$ cat src/rtl/lbm_macro_streamer.sv
// Captures per-cell macroscopic samples from the LBM collider, tags them with frame/row markers
// and streams them through a small FIFO. Optional frame decimation is enabled by STREAM_DECIMATE_EN.
module lbm_macro_streamer #(
  parameter int DATA_WIDTH = 16,
  parameter int GRID_W     = 50,
  parameter int GRID_H     = 50,
  parameter int FIFO_DEPTH = 16,
  parameter int DECIMATION = 4
) (
  input  logic                    clk,
  input  logic                    rst,
  input  logic                    en,
  input  logic                    collider_ready,
  input  logic [DATA_WIDTH-1:0]   u_x,
  input  logic [DATA_WIDTH-1:0]   u_y,
  input  logic [DATA_WIDTH-1:0]   rho,
  input  logic [DATA_WIDTH-1:0]   u_squared,
  output logic [4*DATA_WIDTH-1:0] m_data,
  output logic                    m_valid,
  input  logic                    m_ready,
  output logic                    m_sof,
  output logic                    m_eol,
  output logic [15:0]             frame_count,
  output logic                    overflow
);

  localparam int XW = (GRID_W > 1) ? $clog2(GRID_W) : 1;
  localparam int YW = (GRID_H > 1) ? $clog2(GRID_H) : 1;
  localparam int AW = $clog2(FIFO_DEPTH);
  localparam int CW = AW + 1;
  localparam int EW = 4 * DATA_WIDTH + 2;

`ifdef STREAM_DECIMATE_EN
  localparam bit DECIM_ON = 1'b1;
`else
  localparam bit DECIM_ON = 1'b0;
`endif
  localparam int DEC_EFF = DECIM_ON ? DECIMATION : 1;

  // Stream handshake: a word transfers on every cycle with m_valid & m_ready; while m_valid is
  // high and m_ready low, m_data/m_sof/m_eol are held unchanged.

  logic [XW-1:0] x;
  logic [YW-1:0] y;
  logic [EW-1:0] mem [FIFO_DEPTH];
  logic [AW-1:0] wr_ptr, rd_ptr, rd_next;
  logic [CW-1:0] count, count_next, remaining;
  logic          sample, x_last, y_last, emit_frame, full, pop, push, drop;
  logic [EW-1:0] entry, head_next;

  assign sample     = collider_ready & en;
  assign x_last     = (x == XW'(GRID_W - 1));
  assign y_last     = (y == YW'(GRID_H - 1));
  assign emit_frame = ((32'(frame_count) % DEC_EFF) == 0);
  assign full       = (count == CW'(FIFO_DEPTH));
  assign pop        = m_valid & m_ready;
  assign push       = sample & emit_frame & (~full | pop);
  assign drop       = sample & emit_frame & full & ~pop;
  assign entry      = {rho, u_x, u_y, u_squared, (x == '0) && (y == '0), x_last};

  assign count_next = count + CW'(push) - CW'(pop);
  assign remaining  = count - CW'(pop);
  assign rd_next    = rd_ptr + AW'(pop);

  // Next presented word: the next stored entry, else the word being written into an empty FIFO,
  // else hold whatever was last shown.
  always_comb begin
    head_next = {m_data, m_sof, m_eol};
    if (remaining != '0) begin
      head_next = mem[rd_next];
    end else if (push) begin
      head_next = entry;
    end
  end

  always_ff @(posedge clk) begin
    if (push) begin
      mem[wr_ptr] <= entry;
    end
  end

  always_ff @(posedge clk) begin
    if (rst) begin
      x           <= '0;
      y           <= '0;
      frame_count <= '0;
      overflow    <= 1'b0;
      wr_ptr      <= '0;
      rd_ptr      <= '0;
      count       <= '0;
      m_valid     <= 1'b0;
      m_data      <= '0;
      m_sof       <= 1'b0;
      m_eol       <= 1'b0;
    end else begin
      // Position tracks the solver scan order even for dropped samples.
      if (sample) begin
        if (x_last) begin
          x <= '0;
          if (y_last) begin
            y           <= '0;
            frame_count <= frame_count + 16'd1;
          end else begin
            y <= y + YW'(1);
          end
        end else begin
          x <= x + XW'(1);
        end
      end
      if (drop) begin
        overflow <= 1'b1;
      end
      if (push) begin
        wr_ptr <= wr_ptr + AW'(1);
      end
      rd_ptr                 <= rd_next;
      count                  <= count_next;
      m_valid                <= (count_next != '0);
      {m_data, m_sof, m_eol} <= head_next;
    end
  end

endmodule

$ cat config.mk
export PLATFORM = sky130hd
export DESIGN_NAME = lbm_macro_streamer
export DESIGN_NICKNAME = d
export VERILOG_FILES = /design/src/rtl/lbm_macro_streamer.sv
export SDC_FILE = /design/constraint.sdc
export NUM_CORES = 1
export LEC_CHECK = 0
export CAP_MARGIN = 25
export CORE_UTILIZATION = 60
export DETAILED_ROUTE_END_ITERATION = 8
export PLACE_DENSITY = 0.76
export SLEW_MARGIN = 20
export SYNTH_ARGS = -nofsm -noshare
export SYNTH_HDL_FRONTEND = slang
export SYNTH_SLANG_ARGS = --single-unit
$ cat constraint.sdc
create_clock -name clk -period 15.79 [get_ports clk]
set_input_delay 4.737 -clock clk [delete_from_list [all_inputs] [get_ports clk]]
set_output_delay 4.737 -clock clk [all_outputs]
set_load 0.02 [all_outputs]
==> metrics.md, run 1 <==
| Metric | Value |
|---|---|
| Antenna Nets Post-Route | 0 |
| DRC viols | 6 |
| Initial Util | 0.609 |
| Final wirelength | 106,000 um |
| Commonest cells post-synth | edfxtp_1 (1,056), mux4_2 (264), a22oi_1 (132) |
| Worst-path fanout max | 70 |
| Die footprint | 75,400 um2 |
| Seq cells post-synth | 1,165 |
| Critical Setup Path Class | primary input to register |
| CTS Buffer Depth | 3 |
| GP Congestion | 0.781 |
| Synth Cell Area | 44,600 um2 |
| Post-DR wirelength/cell | 31.4 um |
| Leakage | 0.0156 uW |
| R2R setup slack | 11.05 ns |
| Hold Crit Start | overflow$_SDFFE_PP0P_ |
| Final setup violation count | 0 |
| RSZ-0062 raised after global routing | no |
| Post CTS Setup Buffer Count | 0 |
| Clock latency on the worst-skew pair | 0.67 ns |
| EDFF count, synth | 1,056 |
| DRT Pass-1 Iters | 7 |
| Vias per cell | 6.86 |
| Clock power share | 0.328 |
| Crit end category | register |
| Worst R2R Path Depth | 9 |
| Internal power | 5740 uW |
| Crit-path leading delay family | buffers and inverters |
| Standard-cell rows | 99 |
| Register area share after synthesis | 0.760 |
| Failing checks | design-rule violations |
| FFs w/ async S/R, synth | 0 |
| Crit path to | m_data[23]$_SDFFE_PP0P_ |
| Minimum clock period | 8.90 ns |
| FF+latch area | 33,900 um2 |
| Clk_skew | 0.0244 ns |
| Core ar. | 73,200 um2 |
| Largest net degree at the start of global routing | 140 |
| Final Net Count | 2,403 |
| Critical path's slowest cell | buf_4 |
| Crit Reg-Reg Endpoint | m_data[23]$_SDFFE_PP0P_ |
| Routed vias | 23,169 |
| # hold bufs at CTS | 0 |
| Avg Cell Area, Syn | 20.8 um2 |
| Mapped Cells | 2,140 |
| Remaining Overflow, GRT | 0 |
| Max cap viols | 0 |
| HPWL Detailed | 49,800 um |
| Worst slew margin | 0.257 |
| Final setup TNS | 0 ns |
| Crit path largest cell delay | 0.94 ns |
| CTS tree | yes |
| Port Buffers | 152 |
| Seq pwr share | 0.454 |
| Initial antenna violation count | 10 |
| Final Hold Fails | 0 |
| Ys flop type | edfxtp_1 |
| Worst EP arrival | 9.39 ns |
| Status | finished, violations left |
| Setup crit start kind | primary input |
| Worst hold slack | 0.483 ns |
| Area leader, netlist | edfxtp_1 |
| I/O pin cnt | 153 |
| CP required | 16.29 ns |
| Cell Chain, Critical Path | clkdlybuf4s50_1, nand2_1, inv_1, ha_4, ha_4, buf_4, buf_4, mux4_2, a22oi_1, a311oi_1 |
| Gate power share | 0.218 |
| DRT iter0 DRCs | 2,756 |
| Die Y | 275 um |
| First-pass GRT wire length | 155,000 um |
| Crit. path cell count | 10 |
| Fmax | 0.112 GHz |
| Chip Width | 275 um |
| Vias in the first global route | 23,512 |
| Total GRT Usage | 0.285 |
| Syn. warnings | 0 |
| Share of cells above drive strength 1 | 0.212 |
| CP Launch Point | m_ready |
| Multi-input gate area | 10,300 um2 |
| Area contributors post-synth | edfxtp_1 (71%), mux4_2 (13%), dfxtp_1 (4.9%), a22oi_1 (2.2%), a2111oi_0 (1.3%) |
| Clk sink count | 1,165 |
| Pins Over Slew Limit | 0 |
| CTS H-tree depth | 3 |
| Most numerous cell in the Yosys netlist | edfxtp_1 |
| Critical R2R Launch | m_valid$_SDFF_PP0_ |
| Peak VDD IR | 0.000124 V |
| Slew at the pin closest to its max-slew limit | 1.11 ns |
| Fillers | 4,252 |
| Syn Nets | 2,232 |
| WP buf/inv | 4 |
| Power Density | 155 nW/um2 |
| HP Class | register to register |
| Sw power | 2140 uW |
| CTS clk-pin slew, worst paths | 0.06 ns |
| Fin crit share | 0.563 |
| Area delta synth->final | 14.3% |
| Post-synth top area share | 0.711 |
| Synth cell types | 45 |
| Post-cts gate resize count | 0 |
| TritonCTS Buffers | 111 |
| CTS root buffer | clkbuf_16 |
| Switching share of total power | 0.272 |
-- power by group through the flow --
stage	Combinational [uW]	Sequential (uW)	Clock (uW)
finish	1720	3580	2590
global route	1820	3590	2730
CTS	1720	3580	2610
detailed placement	1700	3640	0
global placement	1670	3640	0
floorplan	1040	3710	0
-- metal layers --
metal | wire [um] | track usage | part of all wire
met5 | 69 | 0 | 0.00065
met4 | 2410 | 0.0854 | 0.023
met3 | 9880 | 0.0604 | 0.093
met2 | 53900 | 0.470 | 0.51
met1 | 39800 | 0.389 | 0.37
-- cells in the final DEF, fill, tap and decap left out, types with 4 or more instances in the layout --
cell type,netlist,layout
nand4_1,11,11
clkbuf_16,0,113
nor3_2,0,4
and3_1,5,5
a311oi_1,66,66
nand2_1,22,22
nand2b_1,6,6
edfxtp_1,1056,1056
bufinv_16,0,5
diode_2,0,9
nor2_4,0,12
a2111oi_0,66,66
nor3_1,14,10
buf_4,2,44
nor2b_1,68,68
clkbuf_8,0,15
ha_1,22,20
a22oi_1,132,132
mux4_2,264,264
clkdlybuf4s50_1,0,151
clkinv_8,0,4
clkinv_2,0,18
nand3_1,11,10
inv_1,17,17
clkbuf_1,91,38
dfxtp_1,109,109
nor2_1,52,40
xor2_1,14,13
xnor2_1,23,23
clkinv_1,0,12
nor4_4,4,4
a21oi_1,6,6
buf_12,0,4
-- final cells by class --
cell class	instances	area share
clock buffer	166	0.0623
antenna	9	0.000442
multi-input combinational	814	0.201
sequential	1165	0.665
tap	959	0.0235
timing repair buffer	201	0.0384
inverter	18	0.00133
clock inverter	45	0.00800
-- cell families after synthesis --
group	after synthesis	synth area share
multiplexers	264	0.133
flip-flops	1165	0.760
AO/OA/AOI/OAI	281	0.0506
XOR/XNOR	37	0.00727
AND/OR/NAND/NOR	209	0.0266
buffers and inverters	161	0.0153
adder cells (fa/ha/maj)	23	0.00662
-- how the worst min path moves through the flow --
stage | endpoint | slack (ns) | cells after the start
3_3_place_gp | overflow$_SDFFE_PP0P_ | 0.45 | 2
2_1_floorplan | y[1]$_SDFFE_PP0P_ | 0.46 | 2
4_1_cts | overflow$_SDFFE_PP0P_ | 0.48 | 2
3_5_place_dp | overflow$_SDFFE_PP0P_ | 0.47 | 2
5_1_grt | overflow$_SDFFE_PP0P_ | 0.54 | 2
6_report | overflow$_SDFFE_PP0P_ | 0.48 | 2
-- state kept, by name, indices dropped and copies added, names as in the netlist --
name and cells:
m_sof 1, y 6, overflow 1, rd_ptr 4
m_eol 1, m_data 64, mem 1056, wr_ptr 4
m_valid 1, x 6, frame_count 16, count 5
-- worst register-to-register path: stages, from the launching register on --
cell and delay [ns]:
dfxtp_1 0.31, nand2_1 0.15, inv_1 0.14, ha_4 0.20, ha_4 0.94, buf_4 1.03, buf_4 0.94, mux4_2 0.47
a22oi_1 0.25, a311oi_1 0.15
-- stage by stage --
step            util  instance area, um2  power, uW  std cells  setup WS [ns]
3_3_place_gp   0.646               47300       5310       3154           6.42
3_5_place_dp   0.646               47300       5340       3154           6.34
6_report       0.696               51000       7890       3377           6.89
5_1_grt        0.696               51000       8140       3373           6.74
2_1_floorplan      -               44600       4750       2140           4.87
4_1_cts        0.695               50900       7910       3365           6.98
Power figures use the tool's default switching activity.
==> run 2: changes to the inputs <==
Settings changed: CORE_UTILIZATION 60 to 55, PLACE_DENSITY 0.76 to 0.74.
Clock period 15.79 ns to 7.3 ns, I/O delays scaled along.
==> metrics.md, run 2 (synthesis gave the netlist of run 1 again) <==
| Metric | Value |
|---|---|
| Status | complete, no violations |
| First-pass GRT wire length | 153,000 um (-1.0%) |
| Clk_skew | 0.0205 ns (-0.00392 ns) |
| Power Density | 333 nW/um2 (+120%) |
| Standard-cell rows | 104 (+5.1%) |
| Minimum clock period | 4.99 ns |
| FF+latch area | 33,900 um2 (unchanged) |
| Initial antenna violation count | 0 (-10) |
| Clock power share | 0.325 (-0.003) |
| I/O pin cnt | 153 (unchanged) |
| Max cap viols | 0 (unchanged) |
| CTS clk-pin slew, worst paths | 0.06 ns (about the same) |
| Final setup margin | 2.31 ns (-4.59 ns) |
| Die Y | 287 um (+4.4%) |
| Most common cell after layout, fill and taps aside | edfxtp_1 |
| Final wirelength | 103,000 um (-3.1%) |
| Post-DR wirelength/cell | 29.5 um (-6.1%) |
| DRT iter0 DRCs | 2,442 (-11%) |
| Setup crit start kind | primary input |
| CP required | 7.63 ns (-8.66 ns) |
| Critical path's slowest cell | nor2_4 |
| Vias in the first global route | 23,667 (+0.66%) |
| Final setup violation count | 0 (unchanged) |
| Gate power share | 0.221 (+0.003) |
| Seq pwr share | 0.454 (about the same) |
| Antenna Nets Post-Route | 0 (unchanged) |
| Fin crit share | 0.684 |
| Crit-path leading delay family | buffers and inverters |
| Port Buffers | 152 (unchanged) |
| Fillers | 5,269 (+24%) |
| Final Hold Fails | 0 (unchanged) |
| Crit path largest cell delay | 0.82 ns (-0.12 ns) |
| Chip Width | 287 um (+4.4%) |
| TritonCTS Buffers | 113 (+1.8%) |
| Max FFs per register | 1,056 (unchanged) |
| HP Class | register to register |
| Antenna Cells | 0 (-9) |
| Crit end category | register |
| GP Congestion | 0.780 (-0.12%) |
| WP buf/inv | 3 (-1) |
| Initial Util | 0.554 (-0.0546) |
| Post-cts gate resize count | 0 (unchanged) |
| CTS Buffer Depth | 3 (unchanged) |
| DRC viols | 0 (-6) |
| Largest register by flop count | mem |
| Share of cells above drive strength 1 | 0.217 (+0.00502) |
| Final setup TNS | 0 ns (unchanged) |
| Pre-CTS WS | 1.69 ns (-4.65 ns) |
| CTS root buffer | clkbuf_16 |
| Largest net degree at the start of global routing | 67 (-52%) |
| Clock latency on the worst-skew pair | 0.68 ns (about the same) |
| Area delta synth->final | 15.1% |
| Critical Setup Path Class | primary input to register |
| HPWL Detailed | 55,600 um (+12%) |
| # hold bufs at CTS | 0 (unchanged) |
| Core ar. | 80,400 um2 (+9.8%) |
| CTS tree | yes |
| Peak VDD IR | 0.000471 V (+280%) |
| Post CTS Setup Buffer Count | 0 (unchanged) |
| Sw power | 4690 uW (+120%) |
| Multi-input gate area | 10,300 um2 (+0.24%) |
| Fmax | 0.200 GHz |
| Final Net Count | 2,421 (+0.75%) |
| Routed vias | 22,826 (-1.5%) |
| Leakage | 0.0157 uW (+0.56%) |
| Pins Over Slew Limit | 0 (unchanged) |
| Internal power | 12,400 uW (+120%) |
| Cell Chain, Critical Path | clkdlybuf4s50_1, nand2_1, a41oi_4, buf_4, nand2_1, nor2_4, buf_4 |
| RSZ-0062 raised after global routing | no |
| Vias per cell | 6.55 (-4.6%) |
| Commonest non-fill, non-tap cells in the layout | edfxtp_1 (1,056), mux4_2 (264), clkdlybuf4s50_1 (151) |
| Worst-path fanout max | 44 (-37%) |
| Total GRT Usage | 0.256 (-0.0297) |
| Worst slew margin | 0.262 (+0.00489) |
| Worst EP arrival | 5.33 ns (-4.06 ns) |
| CTS H-tree depth | 3 (unchanged) |
| Switching share of total power | 0.274 (+0.00211) |
| Remaining Overflow, GRT | 0 (unchanged) |
| DRT Pass-1 Iters | 6 (-1) |
| Die footprint | 82,200 um2 (+9.0%) |
| Clk sink count | 1,165 (unchanged) |
| Slew at the pin closest to its max-slew limit | 1.11 ns (-0.00734 ns) |
| Top flop regs | mem x1056, m_data x64, frame_count x16 |
run 2: worst register-to-register path, cell delays in order, from the launching register on:
cell and delay [ns]:
dfxtp_1 0.39, inv_1 0.12, ha_1 0.26, a41oi_4 0.19, buf_4 0.50, nand2_1 0.39, nor2_4 0.82, buf_4 0.51
run 2: cell type report:
cell class | count | share of cell area
repair buffers | 217 | 0.0430
clock inverters | 56 | 0.00770
clock buffers | 157 | 0.0616
multi-input cells | 814 | 0.200
flip-flops and latches | 1165 | 0.660
well taps | 1060 | 0.0258
inverters | 18 | 0.00132
run 2: power groups by stage:
stage	Sequential, uW	Clock, uW	Combinational, uW
floorplan	8010	0	2250
global placement	7910	0	3680
detailed placement	7900	0	3770
CTS	7770	5630	3800
global route	7790	5890	4000
finish	7770	5560	3780
run 2: final timing paths:
check	startpoint	to	slack [ns]	cells after the start
setup / recovery	collider_ready	mem[4][64]$_DFFE_PP_	2.31	7
hold / removal	overflow$_SDFFE_PP0P_	overflow$_SDFFE_PP0P_	0.47	2
setup reg to reg	count[2]$_SDFF_PP0_	mem[4][64]$_DFFE_PP_	3.77	7
hold reg to reg	overflow$_SDFFE_PP0P_	overflow$_SDFFE_PP0P_	0.47	2
run 2: per-layer routing:
metal  part of all wire  global-route usage  vias up
met5             0.0012              0.0105        -
met4              0.020              0.0715        2
met3              0.095              0.0484      167
met2               0.49               0.412     1254
met1               0.39               0.360    11943
li1                   -                   -     9460
run 2: stage by stage:
stage               cells  hold slack, ns  power [uW]  utilization  cell area, um2
CTS                  3486           0.478       17200        0.638           51300
detailed placement   3273           0.463       11700        0.594           47700
finish               3487           0.475       17100        0.638           51300
global placement     3269           0.453       11600        0.592           47600
floorplan            2140           0.457       10300            -           44600
global route         3487           0.519       17700        0.638           51300
